[src/rtl/dt_pkg.sv]
// Shared sizes and FSM state type for the distance-transform statistics scanner.
package dt_pkg;

   localparam int unsigned IMG_W   = 128;
   localparam int unsigned ADDR_W  = 14;
   localparam int unsigned DATA_W  = 8;
   localparam int unsigned CNT_W   = 15;
   localparam int unsigned NUM_PIX = IMG_W * IMG_W;

   typedef enum logic [1:0] {
      StIdle,
      StScan,
      StDrain,
      StDone
   } dt_state_e;

endpackage

[src/rtl/dt_stat_if.sv]
// Result-RAM read port: the scanner is master, the RAM is slave.
interface dt_stat_if;
   import dt_pkg::*;

   logic              res_rd;
   logic [ADDR_W-1:0] res_addr;
   logic [DATA_W-1:0] res_di;

   modport master (output res_rd, output res_addr, input res_di);
   modport slave  (input res_rd, input res_addr, output res_di);

endinterface

[src/rtl/dt_stat_acc.sv]
// Compare/count datapath: max, argmax, foreground count and, with DT_STAT_THRESH_EN,
// a threshold count. Pairs each RAM datum with the address issued one cycle earlier.
module dt_stat_acc
   import dt_pkg::*;
(
   input  logic              clk,
   input  logic              reset,
   input  logic              clear,
   input  logic              rd,
   input  logic [ADDR_W-1:0] addr,
   input  logic [DATA_W-1:0] di,
   output logic [DATA_W-1:0] max_val,
   output logic [ADDR_W-1:0] max_addr,
   output logic [CNT_W-1:0]  fg_count
`ifdef DT_STAT_THRESH_EN
   ,
   input  logic [DATA_W-1:0] thresh,
   output logic [CNT_W-1:0]  thresh_count
`endif
);

   logic              smp_q;
   logic [ADDR_W-1:0] smp_addr_q;
   logic [DATA_W-1:0] max_q;
   logic [ADDR_W-1:0] arg_q;
   logic [CNT_W-1:0]  fg_q;

   always_ff @(posedge clk or negedge reset) begin
      if (!reset) begin
         smp_q      <= 1'b0;
         smp_addr_q <= '0;
         max_q      <= '0;
         arg_q      <= '0;
         fg_q       <= '0;
      end else begin
         smp_q      <= rd;
         smp_addr_q <= addr;
         if (clear) begin
            max_q <= '0;
            arg_q <= '0;
            fg_q  <= '0;
         end else if (smp_q) begin
            // Strictly greater keeps the lowest address on ties.
            if (di > max_q) begin
               max_q <= di;
               arg_q <= smp_addr_q;
            end
            if (di != '0) begin
               fg_q <= fg_q + CNT_W'(1);
            end
         end
      end
   end

   assign max_val  = max_q;
   assign max_addr = arg_q;
   assign fg_count = fg_q;

`ifdef DT_STAT_THRESH_EN
   logic [DATA_W-1:0] thr_q;
   logic [CNT_W-1:0]  tc_q;

   always_ff @(posedge clk or negedge reset) begin
      if (!reset) begin
         thr_q <= '0;
         tc_q  <= '0;
      end else if (clear) begin
         thr_q <= thresh;
         tc_q  <= '0;
      end else if (smp_q && (di >= thr_q)) begin
         tc_q <= tc_q + CNT_W'(1);
      end
   end

   assign thresh_count = tc_q;
`endif

endmodule

[src/rtl/dt_stat.sv]
// Scans the 128x128 distance-transform result RAM once per start and reports max, argmax
// and foreground count. Define DT_STAT_THRESH_EN to add the thresh/thresh_count feature.
module dt_stat
   import dt_pkg::*;
(
   input  logic              clk,
   input  logic              reset,
   input  logic              start,
   dt_stat_if.master         ram,
   output logic              busy,
   output logic              valid,
   output logic [DATA_W-1:0] max_val,
   output logic [ADDR_W-1:0] max_addr,
   output logic [CNT_W-1:0]  fg_count
`ifdef DT_STAT_THRESH_EN
   ,
   input  logic [DATA_W-1:0] thresh,
   output logic [CNT_W-1:0]  thresh_count
`endif
);

   localparam logic [ADDR_W-1:0] AddrLast = ADDR_W'(NUM_PIX - 1);

   dt_state_e         state_q;
   logic [ADDR_W-1:0] addr_q;
   logic              rd_q;
   logic              busy_q;
   logic              valid_q;
   logic              accept;

   assign accept = (state_q == StIdle) && start;

   always_ff @(posedge clk or negedge reset) begin
      if (!reset) begin
         state_q <= StIdle;
         addr_q  <= '0;
         rd_q    <= 1'b0;
         busy_q  <= 1'b0;
         valid_q <= 1'b0;
      end else begin
         unique case (state_q)
            StIdle: begin
               valid_q <= 1'b0;
               if (start) begin
                  state_q <= StScan;
                  addr_q  <= '0;
                  rd_q    <= 1'b1;
                  busy_q  <= 1'b1;
               end
            end
            StScan: begin
               if (addr_q == AddrLast) begin
                  state_q <= StDrain;
                  addr_q  <= '0;
                  rd_q    <= 1'b0;
               end else begin
                  addr_q <= addr_q + ADDR_W'(1);
               end
            end
            // Last datum is sampled at the end of this cycle, so valid is raised here.
            StDrain: begin
               state_q <= StDone;
               valid_q <= 1'b1;
            end
            StDone: begin
               state_q <= StIdle;
               valid_q <= 1'b0;
               busy_q  <= 1'b0;
            end
            default: begin
               state_q <= StIdle;
               addr_q  <= '0;
               rd_q    <= 1'b0;
               busy_q  <= 1'b0;
               valid_q <= 1'b0;
            end
         endcase
      end
   end

   assign ram.res_rd   = rd_q;
   assign ram.res_addr = addr_q;
   assign busy         = busy_q;
   assign valid        = valid_q;

   dt_stat_acc u_acc (
      .clk          (clk),
      .reset        (reset),
      .clear        (accept),
      .rd           (rd_q),
      .addr         (addr_q),
      .di           (ram.res_di),
      .max_val      (max_val),
      .max_addr     (max_addr),
      .fg_count     (fg_count)
`ifdef DT_STAT_THRESH_EN
      ,
      .thresh       (thresh),
      .thresh_count (thresh_count)
`endif
   );

endmodule
[src/flat_wrapper.sv]
// flat-port wrapper written by rule: the top's interface ports become plain ports
module dt_stat_flat import dt_pkg::*;
  (clk, reset, start, busy, valid, max_val, max_addr, fg_count, ram_res_rd, ram_res_addr, ram_res_di);
  dt_stat_if ram_i ();
  input  logic clk;
  input  logic reset;
  input  logic start;
  output logic busy;
  output logic valid;
  output logic [DATA_W-1:0] max_val;
  output logic [ADDR_W-1:0] max_addr;
  output logic [CNT_W-1:0] fg_count;
  output wire logic [$bits(ram_i.res_rd)-1:0] ram_res_rd;
  output wire logic [$bits(ram_i.res_addr)-1:0] ram_res_addr;
  input wire logic [$bits(ram_i.res_di)-1:0] ram_res_di;
  assign ram_res_rd = ram_i.res_rd;
  assign ram_res_addr = ram_i.res_addr;
  assign ram_i.res_di = ram_res_di;
  dt_stat u_core (.clk(clk), .reset(reset), .start(start), .ram(ram_i), .busy(busy), .valid(valid), .max_val(max_val), .max_addr(max_addr), .fg_count(fg_count));
endmodule
[config.mk]
export PLATFORM = sky130hd
export DESIGN_NAME = dt_stat_flat
export DESIGN_NICKNAME = d
export VERILOG_FILES = /design/src/rtl/dt_pkg.sv /design/src/rtl/dt_stat_if.sv /design/src/rtl/dt_stat_acc.sv /design/src/rtl/dt_stat.sv /design/src/flat_wrapper.sv
export SDC_FILE = /design/constraint.sdc
export NUM_CORES = 1
export LEC_CHECK = 0
export CAP_MARGIN = 20
export CORE_ASPECT_RATIO = 1.5
export CORE_MARGIN = 5
export CORE_UTILIZATION = 47
export DETAILED_ROUTE_END_ITERATION = 7
export GPL_ROUTABILITY_DRIVEN = 0
export GPL_TIMING_DRIVEN = 0
export PLACE_DENSITY_LB_ADDON = 0.15
export SLEW_MARGIN = 20
export SYNTH_ARGS = -nofsm -noshare
export SYNTH_HDL_FRONTEND = slang
export SYNTH_HIERARCHICAL = 1
export SYNTH_SLANG_ARGS = --single-unit
[constraint.sdc]
create_clock -name clk -period 2.15 [get_ports clk]
set_input_delay 0.645 -clock clk [delete_from_list [all_inputs] [get_ports clk]]
set_output_delay 0.645 -clock clk [all_outputs]
set_load 0.005 [all_outputs]
; ---- After elaboration in Yosys (flattened, before gate mapping)
; Index checks and enable logic that the tools add are counted.
[op_classes]
n_addsub = 2
n_lt_le_gt_ge = 1
eq_ne = 6
muxes = 20
reduce_logical = 16
[op_table]
columns = operator, count
row1 = two-way mux 14 bit, 5
row2 = two-way mux 15 bit, 3
row3 = one-hot mux 14 bit (2 select lines), 1
row4 = two-way mux 8 bit, 3
row5 = adder 15 x 1 -> 15 bit (second input constant), 1
row6 = adder 14 x 1 -> 14 bit (second input constant), 1
row7 = == test 14 bit (second input constant), 1
row8 = nonzero test 2 bit, 6
row9 = AND reduction 2 bit, 5
row10 = > comparator 8 bit, 1
row11 = one-hot mux 2 bit (4 select lines), 1
row12 = nonzero test 8 bit, 1
row13 = one-hot mux 1 bit (2 select lines), 3
row14 = == test 2 bit (second input constant), 2
row15 = two-way mux 2 bit, 2
row16 = AND reduction 3 bit, 1
row17 = == test 2 x 1 -> 1 bit (second input constant), 1
row18 = logical NOT 2 bit, 1
row19 = two-way mux 1 bit, 2
row20 = inequality test 2 x 1 -> 1 bit (second input constant), 1
row21 = inequality test 2 bit (second input constant), 1
row22 = OR reduction 2 bit, 1
row23 = logical AND 1 bit, 1
[totals]
reg_bits = 71
input_bits = 11
output_inout_bits = 54

; ---- Logic depth before layout (Yosys ltp)
; Gate-level depths: netlist of run 1.
[logic_depth]
word_depth = 4
mapped_depth = 8
depth_no_buf = 7

; ---- Modules after synthesis
; Netlist of run 1, hierarchy kept.
[modules_own_cells]
columns = mod, n_inst, cells_each, area_each_um2, seq_area_each_um2
row1 = dt_stat_acc, 1, 217, 2544.9, 1301.2
row2 = dt_stat, 1, 105, 1038.5, 475.5

; ---- Worst setup path after synthesis of run 1
; OpenSTA, ideal clock, no wires.
[synth_timing]
path_type = register to register
start = register u_core.state_q[1]
end = register u_core.addr_q[13] (netlist: u_core/ram.res_addr[13])
setup_time_ns = 0.078
t_arrival_ns = 1.949
required_ns = 2.072
path_slack_ns = 0.123
stages_incl_launch_ff = 8
path_buffers = 1
synth_period_minus_slack_ns = 2.027
path_cell_list = dfrtp_1 > inv_1 > ha_1 > buf_2 > mux2i_2 > or4_1 > or3_1 > a21oi_1
[synth_between]
elab_chain_len = 3
elab_cells_between_ends = 6
cone_classes = 2 x eq/ne / 1 x mux / 3 x reduce/logical
[synth_lines]
columns = item, line
row1 = from (decl), dt_stat.sv:24  ; dt_state_e state_q;
row2 = from (signal assigned), dt_stat.sv:35  ; state_q <= StIdle;
row3 = from (signal assigned), dt_stat.sv:45  ; state_q <= StScan;
row4 = from (signal assigned), dt_stat.sv:53  ; state_q <= StDrain;
row5 = == test 2 x 1 -> 1 bit / logical NOT 2 bit (equally long branches), dt_stat.sv:41  ; unique case (state_q)
row6 = nonzero test 2 bit (no line) / inequality test 2 bit (equally long branches), n/a
row7 = AND reduction 2 bit (no line), n/a
row8 = to (signal assigned), dt_stat.sv:57  ; addr_q <= addr_q + ADDR_W'(1);
row9 = to (decl), dt_stat.sv:25  ; logic [ADDR_W-1:0] addr_q;
; Several ways; a longest one is shown, not always the timed one.
; A chain may end at the register's enable or synchronous reset.

; ---- Final worst setup path of run 1
[layout_timing]
start = register u_core.addr_q[4] (netlist: u_core/ram.res_addr[4])
end = output port ram_res_addr[4]
[layout_rtl]
columns = item, line
row1 = to (decl), flat_wrapper.sv:14  ; output wire logic [$bits(ram_i.res_addr)-1:0] ram_res_addr;
; No word-level cell between the ends.

==> flow_summary.json, run 1 <==
{
  "dpl-instance-area_sq_um": 4380,
  "floorplan.core_area_sq_um": 7510,
  "skew_ps": 5.18,
  "remaining_drc_errors": 0,
  "crit_fanout": 9,
  "ioPinCount": 65,
  "first_global_vias": 2598,
  "synth.area.top_cells": "sky130_fd_sc_hd__dfrtp_1, sky130_fd_sc_hd__nand2b_1, sky130_fd_sc_hd__mux2i_1",
  "synth_largest_area_cell": "sky130_fd_sc_hd__dfrtp_1",
  "netlist.area_leader.share": 0.496,
  "final.hold.worst_slack_ps": 166,
  "slowest_cell_delay_on_critical_path_ps": 560,
  "die-area_sq_um": 9510,
  "fraction_of_final_layout_cells_sized_beyond_drive_strength_1": 0.158,
  "power.density_cell_area_nw_per_um2": 588,
  "min-delay-path-class": "primary input to asynchronous set/reset pin",
  "final_common_cell": "sky130_fd_sc_hd__dfrtp_1",
  "layout.cells.most_common_list": "sky130_fd_sc_hd__dfrtp_1, sky130_fd_sc_hd__clkdlybuf4s50_1, sky130_fd_sc_hd__nand2b_1",
  "pre_cts_ws_ps": -431,
  "wire_per_inst_microns": 14.6,
  "critPathBufInv": 1,
  "layout.cell_area.non_filler_sq_um": 4840,
  "layout_min_cycle_time_ps": 2050,
  "power_leakage_uw": 0.00224,
  "number_of_enable_flip_flop_cells_after_synthesis": 0,
  "track_usage": 0.172,
  "finalSetupTns_ps": 0,
  "initial_core_util": 0.477,
  "postLayoutSetupSlackWorst_ps": 102,
  "routed_vias": 2568,
  "grt_setup_unrepaired": "false",
  "die_h_microns": 117,
  "vias_per_cell": 5.07,
  "tritoncts_clock_tree": "built",
  "timing.max_cap.violations": 0,
  "worstSetupPathType": "flip-flop to output pin",
  "clock_insertion_delay_worst_skew_ps": 330,
  "antenna_found_initial": 0,
  "worstMarginPinSlew_ps": 793,
  "grt_start_max_net_pins": 59,
  "hpwl_mm": 5.25,
  "cts_max_path_buffers": 2,
  "cts_inserted_buffers": 9,
  "timing.fmax_ghz": 0.488,
  "finalWirelength_mm": 7.41,
  "detail_route.iter0.violations": 73,
  "crit_path_start_kind": "flip-flop",
  "post_synth_inst_count": 322,
  "worst_setup_hold_path_clk_slew_ps": 60,
  "area_growth_syn_to_layout_pct": 35.2,
  "crit_path_top_delay_cell": "sky130_fd_sc_hd__clkdlybuf4s50_1",
  "die_width_microns": 81.3,
  "worst-endpoint-arrival_ps": 1400,
  "synth_net_count": 349,
  "num-nets-final": 428,
  "hold_buffers": 0,
  "cp-end-kind": "output pin",
  "clk_sink_count": 71,
  "async_s_r_ff_share_synth": 1.00,
  "ys_dominant_reg_cell": "sky130_fd_sc_hd__dfrtp_1",
  "cp_data_required_time_ps": 1500,
  "setup_violations": 0,
  "finalMaxSlewViolations": 0,
  "grt_first_pass_wirelength_mm": 12.4,
  "r2r_slack_ps": 110,
  "final_cell_count_no_fill": 507,
  "drt_pre_antenna_iters": 4,
  "syn_area_per_cell_sq_um": 11.1,
  "maximum_level_of_the_cts_h_tree": 3,
  "numPlacedInstances": 489,
  "synth.ff_latch_count": 71,
  "portBuffers": 64,
  "post-route-period-util": 0.953,
  "cell_area_after_synthesis_sq_um": 3580,
  "cts_root_buffer": "sky130_fd_sc_hd__clkbuf_16",
  "antenna_left": 0,
  "result_of_the_run": "completed",
  "top_family_by_delay_on_critical_path": "buffers and inverters",
  "ir_worst_vdd_mv": 0.681,
  "number_of_failing_hold_endpoints_at_the_final_stage": 0,
  "maxSlewHeadroom": 0.465,
  "seq_area_frac_synth": 0.496,
  "globalRoute.totalOverflow": 0,
  "row_count": 39,
  "antennaDiodeCount": 0,
  "ys.warnings.count": 6,
  "crit_path_cell_trace": "clkdlybuf4s50_1",
  "netlist-cell-type-count": 49
}
sequential cells by signal, indices dropped and copies added (netlist names):
name,flops
u_core/valid,1
u_core/state_q,2
u_core/u_acc/max_addr,14
u_core/busy,1
u_core/ram.res_addr,14
u_core/ram.res_rd,1
u_core/u_acc/smp_addr_q,14
u_core/u_acc/fg_count,15
u_core/u_acc/max_val,8
u_core/u_acc/smp_q,1
power by group:
group          switching [uW]  leakage [uW]  internal [uW]  total, uW
Clock                     539      0.000133            885       1420
Sequential                  0      0.000952           1340       1340
Combinational            50.4       0.00115           34.7       85.1
through the flow:
step	util	total power (uW)
2_1_floorplan	-	1380
3_3_place_gp	0.579	1440
3_5_place_dp	0.582	1440
4_1_cts	0.635	2880
5_1_grt	0.645	2960
6_report	0.645	2850
metal layers:
metal	vias to the layer above	track usage	wire (microns)
met4	0	0.0676	135
met5	-	0	0
met1	1232	0.211	3170
met2	53	0.283	3830
li1	1275	-	-
met3	8	0.0528	275
logic make-up after synthesis:
kind of cell,count (synthesis),share of synthesized area
AND/OR/NAND/NOR,128,0.207
adder cells (fa/ha/maj),16,0.0559
AO/OA/AOI/OAI,37,0.0803
flip-flops,71,0.496
buffers and inverters,25,0.0405
XOR/XNOR,19,0.0464
multiplexers,26,0.0744
area by class of cell:
type                       instances  area, sq um
sequential                        71         1780
inverter                          10         37.5
multi-input combinational        226         1760
tap                              102          128
fill                             619         2670
buffer                            14          120
clock buffer                       9          225
timing repair buffer              69          737
clock inverter                     6         62.6
synthesized netlist by cell type (all sizes together) (4+ instances only):
cell / instances
mux2i: 24
o21ai: 11
inv: 10
dfrtp: 71
clkbuf: 7
o2111ai: 4
nor2: 23
xnor2: 8
nand2b: 44
nand4: 9
nor3: 4
xor2: 11
nand2: 13
and3: 4
a21oi: 8
nor4: 6
a21o: 4
ha: 16
or3: 5
nand3: 8
buf: 8
path summary, 6_finish.rpt:
path                                              endpoint  cells past startpoint              startpoint
worst max-delay path                       ram_res_addr[4]                      1  u_core/ram.res_addr[4]
worst min register to register  u_core/u_acc/smp_addr_q[3]                      0  u_core/ram.res_addr[3]
worst max register to register     u_core/ram.res_addr[13]                      7       u_core/state_q[1]
worst min-delay path            u_core/u_acc/smp_addr_q[4]                      1                   reset
min in group clk                u_core/u_acc/smp_addr_q[3]                      0  u_core/ram.res_addr[3]
max in group asynchronous           u_core/ram.res_addr[3]                      2                   reset
what timing repair did:
item / in CTS / in global routing
endpoints found under the setup margin: 21 / 45
setup buffers: 3 / 0
gates resized for setup: 11 / 21
cloned: 1 / 0
pin swaps: 2 / 5
(Power assumes the default switching activity.)
==> run 2: changes to the inputs <==
--- a/config.mk
+++ b/config.mk
@@ -9,6 +9,7 @@
 export CORE_ASPECT_RATIO = 1.5
 export CORE_MARGIN = 5
 export CORE_UTILIZATION = 47
+export CTS_BUF_LIST = sky130_fd_sc_hd__clkbuf_16
 export DETAILED_ROUTE_END_ITERATION = 7
 export GPL_ROUTABILITY_DRIVEN = 0
 export GPL_TIMING_DRIVEN = 0
==> results of run 2 <==
Same layout as run 1: the final DEF is identical, and so are final timing and power.
==> run 3: changes to the inputs <==
--- a/config.mk
+++ b/config.mk
@@ -10,6 +10,7 @@
 export CORE_MARGIN = 5
 export CORE_UTILIZATION = 47
 export CTS_BUF_LIST = sky130_fd_sc_hd__clkbuf_16
+export CTS_CLUSTER_SIZE = 14
 export DETAILED_ROUTE_END_ITERATION = 7
 export GPL_ROUTABILITY_DRIVEN = 0
 export GPL_TIMING_DRIVEN = 0
==> results of run 3 <==
Same layout as run 1: the final DEF is identical, and so are final timing and power.
